**config.mk**
```make
export PLATFORM = sky130hd
export DESIGN_NAME = pwm_duty_decoder_flat
export DESIGN_NICKNAME = d
export VERILOG_FILES = /design/src/rtl/pwm_duty_decoder_if.sv /design/src/rtl/pwm_duty_decoder.sv /design/src/flat_wrapper.sv
export SDC_FILE = /design/constraint.sdc
export NUM_CORES = 1
export LEC_CHECK = 0
export ABC_AREA = 0
export CAP_MARGIN = 20
export CORE_UTILIZATION = 60
export CTS_CLUSTER_SIZE = 20
export DETAILED_ROUTE_END_ITERATION = 6
export PLACE_DENSITY = 0.92
export SYNTH_ARGS = -nofsm -noshare
export SYNTH_HDL_FRONTEND = slang
export SYNTH_SLANG_ARGS = --single-unit
export TNS_END_PERCENT = 10
```
**constraint.sdc**
```tcl
create_clock -name clk -period 3.7 [get_ports clk]
set_clock_uncertainty 0.05 [all_clocks]
set_input_delay 0.74 -clock clk [delete_from_list [all_inputs] [get_ports clk]]
set_output_delay 0.74 -clock clk [all_outputs]
set_load 0.005 [all_outputs]
```
**src/rtl/pwm_duty_decoder_if.sv**
```systemverilog
// Bundle of the PWM decoder's control input, PWM input and measurement results.
// The master side drives ena/pwm_in; the slave side (the decoder) drives results.
interface pwm_duty_decoder_if #(
   parameter int CNT_W = 16
);
   logic             ena;
   logic             pwm_in;
   logic [CNT_W-1:0] period_out;
   logic [CNT_W-1:0] high_out;
   logic [3:0]       duty_tenths;
   logic             valid;
   logic             busy;
   logic             overrun;
   logic             stuck_hi;
   logic             stuck_lo;
   logic [1:0]       dbg_state;

   // valid/overrun are single-cycle pulses with no ready: a consumer must sample
   // the results on the cycle valid is high, they hold until the next update.
   modport master (
      output ena, pwm_in,
      input  period_out, high_out, duty_tenths, valid, busy, overrun,
      input  stuck_hi, stuck_lo, dbg_state
   );

   modport slave (
      input  ena, pwm_in,
      output period_out, high_out, duty_tenths, valid, busy, overrun,
      output stuck_hi, stuck_lo, dbg_state
   );
endinterface

```
**src/rtl/pwm_duty_decoder.sv**
```systemverilog
// PWM period/high-time/duty decoder with stuck detection and a serial divider.
// Optional 3-sample majority glitch filter: define PWM_DEC_GLITCH_FILTER_EN.
module pwm_duty_decoder #(
   parameter int CNT_W   = 16,
   parameter int TIMEOUT = 1000
) (
   input logic              clk,
   input logic              rst_n,
   pwm_duty_decoder_if.slave bus
);
   localparam int               REM_W  = CNT_W + 4;
   localparam logic [CNT_W-1:0] TO_VAL = CNT_W'(TIMEOUT);

   typedef enum logic [1:0] {
      IDLE = 2'd0,
      DIV  = 2'd1,
      DONE = 2'd2
   } state_t;

   state_t           state_q;
   logic             sync1_q, sync2_q, p_q;
   logic             s, rise, timeout, rem_ge;
   logic [CNT_W-1:0] pcnt_q, pcnt_d, hcnt_q, hcnt_d;
   logic             armed_q;
   logic [CNT_W-1:0] per_q, hi_q;
   logic [REM_W-1:0] rem_q, h10;
   logic [3:0]       quo_q;
   logic [CNT_W-1:0] period_q, high_q;
   logic [3:0]       duty_q;
   logic             valid_q, overrun_q, stuck_hi_q, stuck_lo_q;

`ifdef PWM_DEC_GLITCH_FILTER_EN
   logic hist1_q, hist2_q;

   // Majority of three consecutive samples rejects single-cycle pulses.
   assign s = (sync2_q & hist1_q) | (sync2_q & hist2_q) | (hist1_q & hist2_q);

   always_ff @(posedge clk or negedge rst_n) begin
      if (!rst_n) begin
         hist1_q <= 1'b0;
         hist2_q <= 1'b0;
      end else if (bus.ena) begin
         hist1_q <= sync2_q;
         hist2_q <= hist1_q;
      end
   end
`else
   assign s = sync2_q;
`endif

   always_comb begin
      rise    = s & ~p_q;
      timeout = (pcnt_q == TO_VAL) && !rise && !stuck_hi_q && !stuck_lo_q;
      rem_ge  = (rem_q >= {4'b0000, per_q});
      h10     = ({4'b0000, hcnt_q} << 3) + ({4'b0000, hcnt_q} << 1);
      pcnt_d  = pcnt_q;
      hcnt_d  = hcnt_q;
      if (rise) begin
         pcnt_d = CNT_W'(1);
         hcnt_d = CNT_W'(1);
      end else begin
         if (pcnt_q != TO_VAL) pcnt_d = pcnt_q + CNT_W'(1);
         if (s && (hcnt_q != TO_VAL)) hcnt_d = hcnt_q + CNT_W'(1);
      end
   end

   always_ff @(posedge clk or negedge rst_n) begin
      if (!rst_n) begin
         state_q    <= IDLE;
         sync1_q    <= 1'b0;
         sync2_q    <= 1'b0;
         p_q        <= 1'b0;
         pcnt_q     <= '0;
         hcnt_q     <= '0;
         armed_q    <= 1'b0;
         per_q      <= '0;
         hi_q       <= '0;
         rem_q      <= '0;
         quo_q      <= '0;
         period_q   <= '0;
         high_q     <= '0;
         duty_q     <= '0;
         valid_q    <= 1'b0;
         overrun_q  <= 1'b0;
         stuck_hi_q <= 1'b0;
         stuck_lo_q <= 1'b0;
      end else if (bus.ena) begin
         sync1_q   <= bus.pwm_in;
         sync2_q   <= sync1_q;
         p_q       <= s;
         pcnt_q    <= pcnt_d;
         hcnt_q    <= hcnt_d;
         valid_q   <= 1'b0;
         overrun_q <= 1'b0;

         // A measurement arriving while the divider is still working is dropped.
         if (rise) begin
            if (!armed_q) begin
               armed_q <= 1'b1;
            end else if (state_q == IDLE) begin
               per_q   <= pcnt_q;
               hi_q    <= hcnt_q;
               rem_q   <= h10;
               quo_q   <= '0;
               state_q <= DIV;
            end else begin
               overrun_q <= 1'b1;
            end
         end

         case (state_q)
            DIV: begin
               if (rem_ge && (quo_q != 4'd10)) begin
                  rem_q <= rem_q - {4'b0000, per_q};
                  quo_q <= quo_q + 4'd1;
               end else begin
                  period_q   <= per_q;
                  high_q     <= hi_q;
                  duty_q     <= quo_q;
                  valid_q    <= 1'b1;
                  stuck_hi_q <= 1'b0;
                  stuck_lo_q <= 1'b0;
                  state_q    <= DONE;
               end
            end
            DONE:    state_q <= IDLE;
            default: ;
         endcase

         // Timeout can only fire in IDLE since the divider finishes long before.
         if (timeout) begin
            stuck_hi_q <= s;
            stuck_lo_q <= ~s;
            duty_q     <= s ? 4'd10 : 4'd0;
            period_q   <= '0;
            high_q     <= '0;
            valid_q    <= 1'b1;
            armed_q    <= 1'b0;
         end
      end else begin
         valid_q   <= 1'b0;
         overrun_q <= 1'b0;
      end
   end

   assign bus.period_out  = period_q;
   assign bus.high_out    = high_q;
   assign bus.duty_tenths = duty_q;
   assign bus.valid       = valid_q & bus.ena;
   assign bus.overrun     = overrun_q & bus.ena;
   assign bus.busy        = (state_q == DIV) || (state_q == DONE);
   assign bus.stuck_hi    = stuck_hi_q;
   assign bus.stuck_lo    = stuck_lo_q;
   assign bus.dbg_state   = state_q;
endmodule

```
**src/flat_wrapper.sv**
```systemverilog
// flat-port wrapper written by rule: the top's interface ports become plain ports
module pwm_duty_decoder_flat 
#(
   parameter int CNT_W   = 16,
   parameter int TIMEOUT = 1000
)
  (clk, rst_n, bus_ena, bus_pwm_in, bus_period_out, bus_high_out, bus_duty_tenths, bus_valid, bus_busy, bus_overrun, bus_stuck_hi, bus_stuck_lo, bus_dbg_state);
  pwm_duty_decoder_if #(.CNT_W(CNT_W)) bus_i ();
  input logic clk;
  input logic rst_n;
  input wire logic [$bits(bus_i.ena)-1:0] bus_ena;
  input wire logic [$bits(bus_i.pwm_in)-1:0] bus_pwm_in;
  output wire logic [$bits(bus_i.period_out)-1:0] bus_period_out;
  output wire logic [$bits(bus_i.high_out)-1:0] bus_high_out;
  output wire logic [$bits(bus_i.duty_tenths)-1:0] bus_duty_tenths;
  output wire logic [$bits(bus_i.valid)-1:0] bus_valid;
  output wire logic [$bits(bus_i.busy)-1:0] bus_busy;
  output wire logic [$bits(bus_i.overrun)-1:0] bus_overrun;
  output wire logic [$bits(bus_i.stuck_hi)-1:0] bus_stuck_hi;
  output wire logic [$bits(bus_i.stuck_lo)-1:0] bus_stuck_lo;
  output wire logic [$bits(bus_i.dbg_state)-1:0] bus_dbg_state;
  assign bus_i.ena = bus_ena;
  assign bus_i.pwm_in = bus_pwm_in;
  assign bus_period_out = bus_i.period_out;
  assign bus_high_out = bus_i.high_out;
  assign bus_duty_tenths = bus_i.duty_tenths;
  assign bus_valid = bus_i.valid;
  assign bus_busy = bus_i.busy;
  assign bus_overrun = bus_i.overrun;
  assign bus_stuck_hi = bus_i.stuck_hi;
  assign bus_stuck_lo = bus_i.stuck_lo;
  assign bus_dbg_state = bus_i.dbg_state;
  pwm_duty_decoder #(.CNT_W(CNT_W), .TIMEOUT(TIMEOUT)) u_core (.clk(clk), .rst_n(rst_n), .bus(bus_i));
endmodule
```
==> metrics.cfg <==
[clock_network]
holdBufCountCts = 0
htreeDepth = 4
cts_resized = 0
clockBufferDepth = 2
cts_made_buffers = 17
clkLatencyLatePin_ns = 0.43
cts_root_buf = clkbuf_16
post_cts_buffers = 0
cts.clk_slew.worst_paths_ns = 0.06
clock_sinks = 134
cts_tree = yes

[synthesis]
netlist_area_sq_um = 7420
ys_seq_area_share_pct = 45.2
synth_edf_count = 0
ys_ff_latch = 134
synth_nets = 837
synth_area_per_cell_sq_um = 9.37
synth_cells = 792
ys_types = 62
yosys_warnings = 0
ys_dominant_reg_cell = dfrtp_1
async_flop_share_pct = 100

[layout]
layout.nets = 890
insertedDiodeCount = 0
area_growth_syn_to_layout_pct = 17.0
num-fill-cells = 788
finalNonFillerCells = 1005
drive_above_1_share_pct = 8.16
finish.instance_area_sq_um = 8670

[critical_path]
crit_path_cell_trace = ha_1, fa_1, nand2b_1, a21o_1, a211o_1, a21oi_1, or3_1, nand2b_1, o32a_1, o211ai_1
cp_top_family = compound AO/OA/AOI/OAI gates
path_buf_inv = 0
critPathCaptureType = flop
critPathLaunchType = flop
critPathRequiredTime_ns = 3.99
crit_type = reg -> reg
cp.arrival_ns = 3.59
crit_path_max_fanout = 14
worstRegToRegCells = 10
cp.depth = 10
r2r_slack_ns = 0.40
slowest_stage = o32a_1
critPathMaxStageDelay_ns = 0.47
crit_top_cell = nand2b_1

[detailed_routing]
wl_met2_um = 9320
post_drt_wl_per_cell_um = 19.3
wl_met1_um = 7990
highest_layer = met4
postRouteAntennaNets = 0
route.met3.wl_um = 1380
drt_iter0_markers = 538
dr.pass1.iters = 6
routed_wl_um = 19400
drc_errors = 0
viasPerCell = 6.38
via_count = 6411

[floorplan]
start_util_pct = 61.8
coreArea_sq_um = 12000
die_x_um = 113
ios = 47
fp-row-count = 40
die_area_sq_um = 12800
fp.dieH_um = 113

[sta]
rsz0062_at_grt = no
layout_setup_ws_ns = 0.399
report.final.setup_viol = 0
finalHoldViolCount = 0
fmax_mhz = 303
fin_crit_ns = 3.30
worstMarginPinSlew_ns = 0.910
timing.final.crit_share_pct = 89.2
setup_tns_ns = 0
slew_headroom_pct = 39.4
slew_violations = 0

[place]
dp_hpwl_um = 13100
place_ws_ns = 0.476
gp_congestion = 0.963
dp.cells = 973
postPlaceCellArea_sq_um = 8060
numPortBuffers = 46

[min_path]
hold_path_class = in -> async

[outcome]
outcome = completed

[power_and_ir_drop]
leakage_nw = 4.03
peakVddDrop_mv = 0.421
finalPower_mw = 6.79
cellPowerDensity_nw_per_um2 = 782

[grt]
overflow = 0
grt_pass1_vias = 6331
grt_pass1_wl_um = 31600
antenna_found_initial = 0
grtUsageTotal_pct = 31.9
grt_max_degree = 99

[job]
max_cap_violations = 0

[final timing paths]
path / from / endpoint
worst max-delay path: u_core.per_q[0] / u_core.rem_q[15]
worst min-delay path: rst_n / u_core.pcnt_q[9]
worst max register to register: u_core.per_q[0] / u_core.rem_q[15]
worst min register to register: u_core.hi_q[15] / u_core.hi_q[15]
max in group asynchronous: rst_n / u_core.rem_q[10]
min in group clk: u_core.hi_q[15] / u_core.hi_q[15]
[metrics by stage]
step	hold WS, ns	util [%]
global route	0.413	72.2
floorplan	0.394	-
global placement	0.412	67.1
detailed placement	0.418	67.1
finish	0.350	72.2
CTS	0.399	72.2
[layout by cell type (no fill, tap or decap), drive strengths merged, types with 15 or more instances in the layout]
cell           synthesis  routed
buf                   11      22
o21ai                 53      53
nor3                  16      16
clkbuf                22      20
xor2                  24      24
ha                    39      39
nand2                109     109
clkdlybuf4s50          0      45
xnor2                 16      16
or3                   15      15
inv                   40      41
dfrtp                134     134
nor2                  60      60
a21oi                 36      36
a22o                  40      40
nand3                 32      32
[logic make-up (layout without fill, tap and decap cells)]
kind of cell	Yosys count	in the layout	share of synthesized area, %
XOR/XNOR	40	40	4.72
adder cells (fa/ha/maj)	41	41	7.12
buffers and inverters	73	139	4.20
AO/OA/AOI/OAI	203	203	19.1
flip-flops	134	134	45.2
multiplexers	10	10	1.38
AND/OR/NAND/NOR	291	291	18.3
[routing by layer]
layer,GRT usage (%),vias up
li1,-,2933
met1,40.0,3121
met2,52.8,290
met3,7.07,67
met4,15.2,0
met5,0,-
[final cells by class]
type                            instances  area [sq um]  area share, %
Tap cell                              147           184           2.12
Inverter                               40           150           1.73
Clock buffer                           20           467           5.38
Timing Repair Buffer                   67           619           7.14
Multi-Input combinational cell        585          3750           43.3
Sequential cell                       134          3350           38.7
Clock inverter                         12           149           1.72
[worst register-to-register path: stages (launching register included)]
cell      delay (ns)
dfrtp_1         0.40
ha_1            0.22
fa_1            0.40
nand2b_1        0.18
a21o_1          0.18
a211o_1         0.28
a21oi_1         0.27
or3_1           0.29
nand2b_1        0.38
o32a_1          0.48
o211ai_1        0.08
[Yosys cell counts (4+ instances only)]
library cell,number,area [sq um]
nand4_1,11,68.8
and3_1,6,37.5
nand3_1,32,160
a211o_1,4,35.0
o31ai_1,4,30.0
nand2b_1,8,50.1
o21ai_0,52,260
a21o_1,11,82.6
nand2_1,109,409
o211ai_1,5,37.5
xnor2_1,16,140
clkbuf_1,22,82.6
mux2i_1,8,80.1
buf_6,4,45.0
nor2b_1,5,31.3
xor2_1,24,210
nor2_1,60,225
inv_1,40,150
nor4_1,5,31.3
nor3_1,16,80.1
a21oi_1,34,170
or3_1,15,93.8
ha_1,39,488
and2_1,8,50.1
o21a_1,8,60.1
a211oi_1,9,67.6
or4_1,4,30.0
dfrtp_1,134,3350
a22o_1,40,350
buf_2,6,30.0
or2_2,5,31.3
[report_power, final]
group	switching [mW]	internal (mW)	leakage [nW]
clock network	0.646	1.11	0.306
logic	1.59	1.31	1.95
registers	0.314	1.81	1.77
[registers in the layout, indices dropped and copies added (netlist names), 2 cells and up]
signal	flops
u_core.rem_q	20
u_core.bus.high_out	16
u_core.bus.period_out	16
u_core.hcnt_q	16
u_core.hi_q	16
u_core.pcnt_q	16
u_core.per_q	16
u_core.bus.duty_tenths	4
u_core.quo_q	4
u_core.bus.dbg_state	2
Note: power is estimated with default switching activity, not from simulation.
